## src/rtl/calcu16_pkg.sv

```systemverilog
// Shared types and constants for the calcu16 memory port arbiter.
// Vectors use [0:N] numbering throughout: bit 0 is the MSB.
package calcu16_pkg;

  localparam int WORD_W       = 16;
  localparam int INSTR_W      = 26;
  // word1 bit that lands in instr[16]; word1[0:5] are dropped
  localparam int INSTR_LO_MSB = 6;

  // Bit positions inside the one-hot grant vector
  localparam int GNT_DATA  = 0;
  localparam int GNT_FETCH = 1;

  typedef enum logic [2:0] {
    IDLE,
    D_ACC,
    D_WAIT,
    F_ACC0,
    F_WAIT0,
    F_ACC1,
    F_WAIT1,
    DONE
  } state_t;

endpackage

```

## src/rtl/mem_port_arbiter_pick.sv

```systemverilog
// mem_arb_pick: conflict resolution between fetch and data requests.
// Build option MEM_PORT_ARB_RR_EN: when defined, conflicts alternate using a
// last-grant flop; when undefined, data always beats fetch.
module mem_arb_pick
  import calcu16_pkg::*;
(
  input  logic       clk,
  input  logic       reset,
  input  logic       take,
  input  logic       fetch_req,
  input  logic       data_req,
  output logic [1:0] grant
);

`ifdef MEM_PORT_ARB_RR_EN
  // 1 = data won the most recent grant; resets to data so fetch wins first
  logic last_data_reg;

  // Record the winner each time the FSM accepts a grant
  always_ff @(posedge clk or posedge reset) begin
    if (reset) begin
      last_data_reg <= 1'b1;
    end else if (take) begin
      last_data_reg <= grant[GNT_DATA];
    end
  end

  // On conflict the requester not granted last wins
  always_comb begin
    grant = 2'b00;
    if (data_req && fetch_req) begin
      if (last_data_reg) grant[GNT_FETCH] = 1'b1;
      else               grant[GNT_DATA]  = 1'b1;
    end else if (data_req) begin
      grant[GNT_DATA] = 1'b1;
    end else if (fetch_req) begin
      grant[GNT_FETCH] = 1'b1;
    end
  end
`else
  // Fixed priority needs no state
  logic unused_pick;
  assign unused_pick = ^{clk, reset, take};

  // Data always beats fetch
  always_comb begin
    grant = 2'b00;
    if (data_req)       grant[GNT_DATA]  = 1'b1;
    else if (fetch_req) grant[GNT_FETCH] = 1'b1;
  end
`endif

endmodule

```

## src/rtl/mem_port_arbiter.sv

```systemverilog
// mem_port_arbiter: shares one single-port 16-bit RAM between instruction
// fetch (two words -> 26-bit instruction) and a load/store path.
// All outputs are registered. Build option: MEM_PORT_ARB_RR_EN (see mem_arb_pick).
module mem_port_arbiter
  import calcu16_pkg::*;
#(
  parameter int MEM_LATENCY = 1
) (
  input  logic                 clk,
  input  logic                 reset,
  input  logic                 fetch_req,
  input  logic [0:WORD_W-1]    fetch_addr,
  output logic                 fetch_done,
  output logic [0:INSTR_W-1]   fetch_instr,
  input  logic                 data_req,
  input  logic                 data_we,
  input  logic [0:WORD_W-1]    data_addr,
  input  logic [0:WORD_W-1]    data_wdata,
  output logic                 data_done,
  output logic [0:WORD_W-1]    data_rdata,
  output logic                 mem_en,
  output logic                 mem_we,
  output logic [0:WORD_W-1]    mem_addr,
  output logic [0:WORD_W-1]    mem_wdata,
  input  logic [0:WORD_W-1]    mem_rdata
);

  // Latency 1 skips the wait states; otherwise wait MEM_LATENCY-1 cycles
  localparam bit         LAT1      = (MEM_LATENCY == 1);
  localparam logic [2:0] WAIT_INIT = (MEM_LATENCY > 1) ? 3'(MEM_LATENCY - 2) : 3'd0;

  state_t               state_reg, state_next;
  logic [2:0]           wait_cnt_reg, wait_cnt_next;
  logic                 we_reg, we_next;
  logic [0:WORD_W-1]    addr_reg, addr_next;
  logic [0:WORD_W-1]    wdata_reg, wdata_next;
  logic [0:WORD_W-1]    word0_reg, word0_next;
  logic [0:WORD_W-1]    data_rdata_reg, data_rdata_next;
  logic [0:INSTR_W-1]   fetch_instr_reg, fetch_instr_next;
  logic                 mem_en_reg, mem_en_next;
  logic                 mem_we_reg, mem_we_next;
  logic                 fetch_done_reg, fetch_done_next;
  logic                 data_done_reg, data_done_next;
  logic [1:0]           grant;
  logic                 take;

  assign take = (state_reg == IDLE) && (fetch_req || data_req);

  mem_arb_pick u_pick (
    .clk       (clk),
    .reset     (reset),
    .take      (take),
    .fetch_req (fetch_req),
    .data_req  (data_req),
    .grant     (grant)
  );

  // State, latched request and registered outputs
  always_ff @(posedge clk or posedge reset) begin
    if (reset) begin
      state_reg       <= IDLE;
      wait_cnt_reg    <= 3'd0;
      we_reg          <= 1'b0;
      addr_reg        <= '0;
      wdata_reg       <= '0;
      word0_reg       <= '0;
      data_rdata_reg  <= '0;
      fetch_instr_reg <= '0;
      mem_en_reg      <= 1'b0;
      mem_we_reg      <= 1'b0;
      fetch_done_reg  <= 1'b0;
      data_done_reg   <= 1'b0;
    end else begin
      state_reg       <= state_next;
      wait_cnt_reg    <= wait_cnt_next;
      we_reg          <= we_next;
      addr_reg        <= addr_next;
      wdata_reg       <= wdata_next;
      word0_reg       <= word0_next;
      data_rdata_reg  <= data_rdata_next;
      fetch_instr_reg <= fetch_instr_next;
      mem_en_reg      <= mem_en_next;
      mem_we_reg      <= mem_we_next;
      fetch_done_reg  <= fetch_done_next;
      data_done_reg   <= data_done_next;
    end
  end

  // Next state; outputs are computed one cycle ahead so they leave a flop
  always_comb begin
    state_next       = state_reg;
    wait_cnt_next    = wait_cnt_reg;
    we_next          = we_reg;
    addr_next        = addr_reg;
    wdata_next       = wdata_reg;
    word0_next       = word0_reg;
    data_rdata_next  = data_rdata_reg;
    fetch_instr_next = fetch_instr_reg;
    mem_en_next      = 1'b0;
    mem_we_next      = 1'b0;
    fetch_done_next  = 1'b0;
    data_done_next   = 1'b0;
    case (state_reg)
      IDLE: begin
        if (grant[GNT_DATA]) begin
          state_next  = D_ACC;
          addr_next   = data_addr;
          wdata_next  = data_wdata;
          we_next     = data_we;
          mem_en_next = 1'b1;
          mem_we_next = data_we;
        end else if (grant[GNT_FETCH]) begin
          state_next  = F_ACC0;
          addr_next   = fetch_addr;
          wdata_next  = '0;
          we_next     = 1'b0;
          mem_en_next = 1'b1;
        end
      end
      D_ACC: begin
        if (we_reg) begin
          // Posted write: nothing to wait for
          state_next     = DONE;
          data_done_next = 1'b1;
        end else if (LAT1) begin
          state_next      = DONE;
          data_done_next  = 1'b1;
          data_rdata_next = mem_rdata;
        end else begin
          state_next    = D_WAIT;
          wait_cnt_next = WAIT_INIT;
        end
      end
      D_WAIT: begin
        if (wait_cnt_reg == 3'd0) begin
          state_next      = DONE;
          data_done_next  = 1'b1;
          data_rdata_next = mem_rdata;
        end else begin
          wait_cnt_next = wait_cnt_reg - 3'd1;
        end
      end
      F_ACC0, F_WAIT0: begin
        if (state_reg == F_ACC0 && !LAT1) begin
          state_next    = F_WAIT0;
          wait_cnt_next = WAIT_INIT;
        end else if (state_reg == F_ACC0 || wait_cnt_reg == 3'd0) begin
          // High word captured; address wraps naturally at 16 bits
          state_next  = F_ACC1;
          word0_next  = mem_rdata;
          addr_next   = addr_reg + WORD_W'(1);
          mem_en_next = 1'b1;
        end else begin
          wait_cnt_next = wait_cnt_reg - 3'd1;
        end
      end
      F_ACC1, F_WAIT1: begin
        if (state_reg == F_ACC1 && !LAT1) begin
          state_next    = F_WAIT1;
          wait_cnt_next = WAIT_INIT;
        end else if (state_reg == F_ACC1 || wait_cnt_reg == 3'd0) begin
          state_next       = DONE;
          fetch_done_next  = 1'b1;
          fetch_instr_next = {word0_reg, mem_rdata[INSTR_LO_MSB:WORD_W-1]};
        end else begin
          wait_cnt_next = wait_cnt_reg - 3'd1;
        end
      end
      DONE: begin
        state_next = IDLE;
      end
      default: begin
        state_next = IDLE;
      end
    endcase
  end

  assign fetch_done  = fetch_done_reg;
  assign fetch_instr = fetch_instr_reg;
  assign data_done   = data_done_reg;
  assign data_rdata  = data_rdata_reg;
  assign mem_en      = mem_en_reg;
  assign mem_we      = mem_we_reg;
  assign mem_addr    = addr_reg;
  assign mem_wdata   = wdata_reg;

endmodule

```

## config.mk

```make
export PLATFORM = sky130hd
export DESIGN_NAME = mem_port_arbiter
export DESIGN_NICKNAME = d
export VERILOG_FILES = /design/src/rtl/calcu16_pkg.sv /design/src/rtl/mem_port_arbiter_pick.sv /design/src/rtl/mem_port_arbiter.sv
export SDC_FILE = /design/constraint.sdc
export NUM_CORES = 1
export LEC_CHECK = 0
export CAP_MARGIN = 20
export CORE_UTILIZATION = 50
export DETAILED_ROUTE_END_ITERATION = 6
export PLACE_DENSITY_LB_ADDON = 0.15
export SKIP_LAST_GASP = 1
export SLEW_MARGIN = 20
export SYNTH_ARGS = -nofsm -noshare
export SYNTH_HDL_FRONTEND = slang
export SYNTH_SLANG_ARGS = --single-unit
```

## constraint.sdc

```tcl
create_clock -name clk -period 8.74 [get_ports clk]
set_input_delay 1.748 -clock clk [delete_from_list [all_inputs] [get_ports clk]]
set_output_delay 1.748 -clock clk [all_outputs]
set_load 0.02 [all_outputs]
```

# [Word-level counts from Yosys, hierarchy flattened]
# Index checks and enable logic that the tools add are counted.
[word_totals] n_memories=0 rom_bits=0 inputBits=69 latchBits=0 regBits=101 ramBits=0
[classes] order_cmp=0 div=0 mul=0 n_shift=0 eq_ne=15 n_addsub=2 muxes=34 n_reduce_logical=17 bitwise_logic=0
[op_table] operator="16-bit two-way mux" n=7
[op_table] operator="16-bit one-hot mux with 2 select lines" n=2
[op_table] operator="3-bit two-way mux" n=8
[op_table] operator="3-bit one-hot mux with 6 select lines" n=1
[op_table] operator="16-bit by 1-bit adder with 16-bit output (second input constant)" n=1
[op_table] operator="2-bit inequality test (second input constant)" n=7
[op_table] operator="1-bit two-way mux" n=13
[op_table] operator="3-bit == test (second input constant)" n=4
[op_table] operator="3-bit one-hot mux with 3 select lines" n=1
[op_table] operator="4-bit AND reduction" n=2
[op_table] operator="3-bit by 2-bit == test with 1-bit output (second input constant)" n=2
[op_table] operator="3-bit logical NOT" n=2
[op_table] operator="2-bit AND reduction" n=3
[op_table] operator="3-bit AND reduction" n=2
[op_table] operator="2-bit nonzero test" n=3
[op_table] operator="1-bit one-hot mux with 2 select lines" n=2
[op_table] operator="2-bit OR reduction" n=2
[op_table] operator="3-bit by 1-bit == test with 1-bit output (second input constant)" n=1
[op_table] operator="3-bit inequality test (second input constant)" n=1
[op_table] operator="3-bit nonzero test" n=1
[op_table] operator="3-bit by 1-bit subtractor with 3-bit output (second input constant)" n=1
[op_table] operator="1-bit logical OR" n=2

# [Depth between registers and ports, before layout]
# Gate-level depths: netlist of the first run.
[logic_depth] ltp_word=5 ltp_mapped=10

# [Cells and area by module]
# Synthesis of the first run repeated with hierarchy kept, for this count alone.
[hier_totals] cells_unflattened=354 area_unflattened_um2=4660.7
[modules_own_cells] mod="mem_port_arbiter" cells_each=352 instances=1 area_per_inst_um2=4639.4 seq_area_each_um2=2527.4
[modules_own_cells] mod="mem_arb_pick" cells_each=2 instances=1 area_per_inst_um2=21.3 seq_area_each_um2=0.0

# [Worst setup path before layout of the first run]
# Ideal clock, no wire load.
[synth_path] path_type="input-to-reg" from="input port data_req" to="register wdata_reg, in the netlist mem_wdata[0]" n_path_buf=2 stages=4 path_slack_ns=6.000 arrival_time_ns=2.674 setup_time_ns=0.066 cell_sequence="buf_2 o21ai_1 buf_2 a22o_1"
[synth_between] elab_chain_len=3
[synth_lines] item="start: declaration" line_no="mem_port_arbiter.sv:15" rtl="input logic data_req,"
[synth_lines] item="1-bit two-way mux" line_no="mem_port_arbiter_pick.sv:48" rtl="if (data_req) grant[GNT_DATA] = 1'b1;"
[synth_lines] item="2-bit nonzero test (no line)"
[synth_lines] item="2-bit AND reduction (no line)"
[synth_lines] item="end signal: assignment" line_no="mem_port_arbiter.sv:78" rtl="wdata_reg <= wdata_next;"
[synth_lines] item="end: declaration" line_no="mem_port_arbiter.sv:36" rtl="logic [0:WORD_W-1] wdata_reg, wdata_next;"
# Parallel ways exist; a longest one is shown, timed or not.
# A chain may end at the register's enable or synchronous reset.

# [Worst setup path after layout of the first run]
[layout_path] from="input port fetch_req" to="register addr_reg, in the netlist mem_addr[15]"
[layout_between] elab_chain_len=4
[layout_lines] item="start: declaration" line_no="mem_port_arbiter.sv:11" rtl="input logic fetch_req,"
[layout_lines] item="1-bit two-way mux" line_no="mem_port_arbiter_pick.sv:49" rtl="else if (fetch_req) grant[GNT_FETCH] = 1'b1;"
[layout_lines] item="1-bit two-way mux" line_no="mem_port_arbiter_pick.sv:48"
[layout_lines] item="3-bit inequality test (no line)"
[layout_lines] item="3-bit AND reduction (no line)"
[layout_lines] item="end signal: assignment" line_no="mem_port_arbiter.sv:77" rtl="addr_reg <= addr_next;"
[layout_lines] item="end: declaration" line_no="mem_port_arbiter.sv:35" rtl="logic [0:WORD_W-1] addr_reg, addr_next;"
# Every way passes these cells.

==> results of run 1 <==
per-stage QoR:
stage / hold slack, ns / utilization, % / total power [mW]
global route: 0.5168 / 70.56 / 2.474
detailed placement: 0.4705 / 68.30 / 2.055
global placement: 0.4602 / 68.25 / 2.009
CTS: 0.4913 / 70.55 / 2.341
finish: 0.4823 / 70.56 / 2.320
floorplan: 0.4465 / - / 1.581
worst max-delay path, cell delays in order:
cell             delay [ns]
clkdlybuf4s50_1        0.47
o21bai_1               0.15
a21boi_1               0.11
nor2_2                 0.54
inv_1                  0.37
o21ai_0                0.25
a31oi_1                0.06
layer usage:
layer / track usage (%) / part of all wire [%] / vias to the layer above
met2: 34.75 / 48 / 116
li1: - / - / 1568
met3: 5.134 / 6.6 / 12
met1: 27.86 / 44 / 1643
met5: 0 / 0 / -
met4: 8.701 / 1.5 / 0
area by class of cell:
| cell class | count | share of cell area, % |
|---|---|---|
| well taps | 108 | 2.207 |
| flip-flops and latches | 101 | 41.27 |
| clock buffers | 11 | 2.309 |
| repair buffers | 147 | 23.97 |
| clock inverters | 5 | 0.8786 |
| inverters | 11 | 0.7152 |
| multi-input cells | 219 | 28.65 |
Yosys cell counts, types with 4 or more instances:
| library cell | instances |
|---|---|
| nor2_1 | 15 |
| mux2i_1 | 9 |
| o22a_1 | 5 |
| a31oi_1 | 5 |
| a22o_1 | 17 |
| dfrtp_1 | 101 |
| a21oi_1 | 17 |
| mux2_2 | 62 |
| nand2_1 | 12 |
| buf_2 | 11 |
| nand3_1 | 9 |
| buf_6 | 4 |
| o22ai_1 | 4 |
| o21ai_0 | 19 |
| inv_1 | 11 |
cell families after synthesis:
kind of cell | count (synthesis) | share of synthesized area [%]
and+or+nand+nor | 56 | 6.275
muxes | 72 | 17.98
adders and majority gates | 3 | 0.8442
xor gates and xnor gates | 1 | 0.1970
AOI/OAI and AO/OA | 87 | 14.01
buffers and inverters | 31 | 3.854
DFF | 101 | 56.84
power by group:
part | internal, mW | switching, mW | leakage [nW]
Clock | 0.118 | 0.167 | 0.0988
Sequential | 0.690 | 0.158 | 1.21
Combinational | 0.619 | 0.568 | 1.24
Total | 1.43 | 0.893 | 2.55
path summary, 6_finish.rpt:
kind	start	end	slack (ns)	cells after the start
min in group asynchronous	reset	mem_wdata[1]	1.65	2
worst min register to register	wait_cnt_reg[2]	wait_cnt_reg[2]	0.48	2
worst max-delay path	fetch_req	mem_addr[15]	5.26	7
worst min-delay path	wait_cnt_reg[2]	wait_cnt_reg[2]	0.48	2
worst max register to register	state_reg[2]	mem_addr[15]	6.21	5
max in group asynchronous	reset	mem_addr[8]	6.08	3
==> impl_metrics.py, run 1 <==
metrics = {
    "logic_synthesis": {
        "synthArstFlopShare_pct": 100.0,
        "yosys.area.top_type": "dfrtp_1",
        "synth_nets": 423,
        "synth_edf_count": 0,
        "synth_area_leaders": "dfrtp_1, mux2_2, a22o_1",
        "synth_area_um2": 4447,
        "seq_area_frac_synth_pct": 56.84,
        "synth_seq_cells": 101,
        "ys_types": 51,
        "syn_inst": 351,
        "synth_top_area_share_pct": 56.84,
        "synth_warnings": 0,
        "syn_area_per_cell_um2": 12.67,
        "ys.flop_type": "dfrtp_1",
    },
    "cts": {
        "cts_max_path_buffers": 2,
        "hold_buffers": 0,
        "cts.sinks": 101,
        "post_cts_buffers": 0,
        "clkLatencyLatePin_ns": 0.36,
        "ctsResizeCount": 0,
        "cts_htree_levels": 3,
        "cts_made_buffers": 9,
        "clkTransAtPathRegs_ns": 0.10,
        "cts_tree": "done",
        "cts-root-buf": "clkbuf_8",
    },
    "floorplan": {
        "core_area_um2": 8678,
        "die_h_um": 96.31,
        "die-area_um2": 9275,
        "rows": 34,
        "io_pins": 147,
        "die_w_um": 96.31,
        "start_util_pct": 51.24,
    },
    "placement": {
        "place_worst_setup_slack_ns": 3.753,
        "dp_hpwl_um": 6847,
        "gp_congestion": 0.8719,
        "dpl.cell_count": 586,
        "placedInstanceArea_um2": 5927,
        "numPortBuffers": 146,
    },
    "routing": {
        "wire_per_inst_um": 16.06,
        "vias": 3339,
        "drtIter0Drc": 79,
        "ant_nets": 0,
        "routed_wl_um": 9668,
        "first_pass_iters": 4,
        "vias_per_cell": 5.547,
        "drc": 0,
    },
    "global_route": {
        "grt_max_degree": 86,
        "grt_pass1_vias": 3159,
        "grt.total_usage_pct": 21.48,
        "grt_first_pass_wirelength_um": 15110,
        "overflow": 0,
        "grt_antenna_before_repair": 0,
    },
    "sta": {
        "setup_ws_ns": 5.256,
        "hold_viol": 0,
        "finalCriticalPeriod_ns": 3.484,
        "fin_worst_skew_ns": 0.01707,
        "fin_tns_setup_ns": 0,
        "fmax_mhz": 287.0,
        "setup_viol": 0,
        "relSlewSlack_pct": 37.98,
        "rsz0062_at_grt": "no",
        "min_period_over_period_pct": 39.86,
        "worstMarginPinSlew_ns": 0.9293,
        "finalMaxSlewViolations": 0,
    },
    "critical_path": {
        "crit_type": "in2reg",
        "startpoint_type": "primary input",
        "critPathCaptureType": "flip-flop",
        "cp_max_fo": 20,
        "required_ns": 8.96,
        "cp.arrival_ns": 3.71,
    },
    "final_layout": {
        "area_growth_pct": 37.70,
        "nets": 561,
        "multi_input_area_um2": 1754,
        "insertedDiodeCount": 0,
        "drive_gt1_share_pct": 18.62,
        "largest_reg_flops": 26,
        "final_cell_mix": "clkdlybuf4s50_1, dfrtp_1, mux2_2",
        "instances_no_fill": 602,
        "fillCellCount": 677,
        "regArea_um2": 2527,
        "final_common_cell": "clkdlybuf4s50_1",
        "design_area_um2": 6123,
    },
    "power_and_ir_drop": {
        "p_leak_nw": 2.552,
        "cellPowerDensity_nw_per_um2": 378.9,
        "vdd_drop_max_v": 0.0001596,
    },
    "outcome": {
        "status": "finished clean",
    },
    "job": {
        "drv_cap": 0,
    },
    "hold_path": {
        "hold_class": "reg2reg",
    },
}
(Power assumes the default switching activity.)
==> run 2: changes to the inputs <==
Settings changed: CORE_UTILIZATION 50 to 46.
Clock period 8.74 ns to 3.55 ns, I/O delays scaled along.
==> impl_metrics.py, run 2 (synthesis results as in run 1) <==
metrics = {
    "critical_path": {
        "cp_max_fo": 20,
        "r2r_end": "fetch_instr[6]",
        "r2r-start": "wait_cnt_reg[0]",
        "cp.arrival_ns": 2.70,
        "ff2ff_path_depth": 7,
        "required_ns": 3.80,
        "startpoint": "data_req",
        "crit_type": "in2reg",
        "critPathCapture": "mem_addr[10]",
        "r2r_slack_ns": 1.25,
        "critPathCaptureType": "flip-flop",
        "startpoint_type": "primary input",
    },
    "routing": {
        "ant_nets": 0,
        "wire_per_inst_um": 15.33,
        "first_pass_iters": 4,
        "drc": 0,
        "vias_per_cell": 5.246,
        "drtIter0Drc": 99,
        "vias": 3284,
        "routed_wl_um": 9595,
    },
    "job": {
        "drv_cap": 0,
    },
    "sta": {
        "worstMarginPinSlew_ns": 0.8164,
        "fin_worst_skew_ns": 0.006543,
        "finalCriticalPeriod_ns": 2.455,
        "setup_ws_ns": 1.095,
        "fin_tns_setup_ns": 0,
        "hold_viol": 0,
        "setup_viol": 0,
        "finalMaxSlewViolations": 0,
        "fmax_mhz": 407.4,
        "min_period_over_period_pct": 69.15,
        "timing.hold.ws_ns": 0.4811,
        "relSlewSlack_pct": 45.57,
        "rsz0062_at_grt": "no",
    },
    "power_and_ir_drop": {
        "p_leak_nw": 2.566,
        "cellPowerDensity_nw_per_um2": 923.6,
        "vdd_drop_max_v": 0.0004881,
    },
    "placement": {
        "gp_congestion": 0.8346,
        "numPortBuffers": 146,
        "place_worst_setup_slack_ns": 0.7364,
        "dp_hpwl_um": 6861,
    },
    "cts": {
        "cts-root-buf": "clkbuf_8",
        "cts_htree_levels": 3,
        "cts.sinks": 101,
        "cts_tree": "done",
        "cts_max_path_buffers": 2,
        "ctsResizeCount": 0,
        "cts_made_buffers": 9,
        "hold_buffers": 0,
        "post_cts_buffers": 0,
        "clkLatencyLatePin_ns": 0.35,
        "clkTransAtPathRegs_ns": 0.10,
    },
    "global_route": {
        "grt.total_usage_pct": 19.98,
        "grt_first_pass_wirelength_um": 15780,
        "grt_antenna_before_repair": 0,
        "overflow": 0,
        "grt_pass1_vias": 3251,
        "grt_max_degree": 68,
    },
    "final_layout": {
        "nets": 564,
        "largest_reg_flops": 26,
        "insertedDiodeCount": 0,
        "final_cell_mix": "clkdlybuf4s50_1, dfrtp_1, mux2_2",
        "area_growth_pct": 38.75,
        "drive_gt1_share_pct": 18.71,
        "final_common_cell": "clkdlybuf4s50_1",
        "final_util_pct": 66.46,
    },
    "hold_path": {
        "hold_class": "reg2reg",
    },
    "floorplan": {
        "die_h_um": 100.3,
        "rows": 35,
        "die-area_um2": 10060,
        "core_area_um2": 9284,
        "start_util_pct": 47.90,
        "die_w_um": 100.3,
        "io_pins": 147,
    },
    "outcome": {
        "status": "finished clean",
    },
}
==> run 2: area by class of cell <==
| type | count | area [µm²] |
|---|---|---|
| clock buffer | 10 | 127.6 |
| clock inverter | 6 | 53.80 |
| fill | 743 | 3114 |
| inverter | 11 | 43.79 |
| multi-input combinational | 219 | 1752 |
| sequential | 101 | 2527 |
| tap | 129 | 161.4 |
| timing repair buffer | 150 | 1504 |
==> run 2: metrics by stage <==
step,instances,area (µm²),total power [mW]
after global routing,626,6170,6.061
after floorplan,351,4447,3.893
final,626,6170,5.698
after detailed placement,610,5988,5.066
after global placement,610,5984,4.973
after CTS,626,6170,5.758
==> run 2: worst min path at each step <==
stage	from	endpoint	slack, ns	cells past startpoint
floorplan	wait_cnt_reg[0]	wait_cnt_reg[0]	0.45	1
global placement	we_reg	we_reg	0.46	1
detailed placement	wait_cnt_reg[0]	wait_cnt_reg[0]	0.47	1
CTS	wait_cnt_reg[0]	wait_cnt_reg[0]	0.49	1
global route	wait_cnt_reg[0]	wait_cnt_reg[0]	0.51	1
finish	wait_cnt_reg[0]	wait_cnt_reg[0]	0.48	1
==> run 2: layer usage <==
metal / global-route usage [%] / share of wire (%)
met1: 26.47 / 46
met2: 32.77 / 47
met3: 5.084 / 5.8
met4: 5.240 / 0.83
met5: 0 / 0
==> run 2: critical path, stage by stage <==
cell,delay [ns]
clkdlybuf4s50_1,0.67
o21bai_1,0.12
a21boi_1,0.20
nor2_1,0.06
buf_4,0.21
inv_1,0.32
o21ai_0,0.16
a22o_1,0.25
==> run 2: power by group <==
part           switching, mW  total, mW  leakage (nW)  internal, mW
combinational           1.39       2.93          1.26          1.54
clock                  0.409      0.679        0.0951         0.271
sequential             0.388       2.09          1.21          1.70
total                   2.19       5.70          2.57          3.51
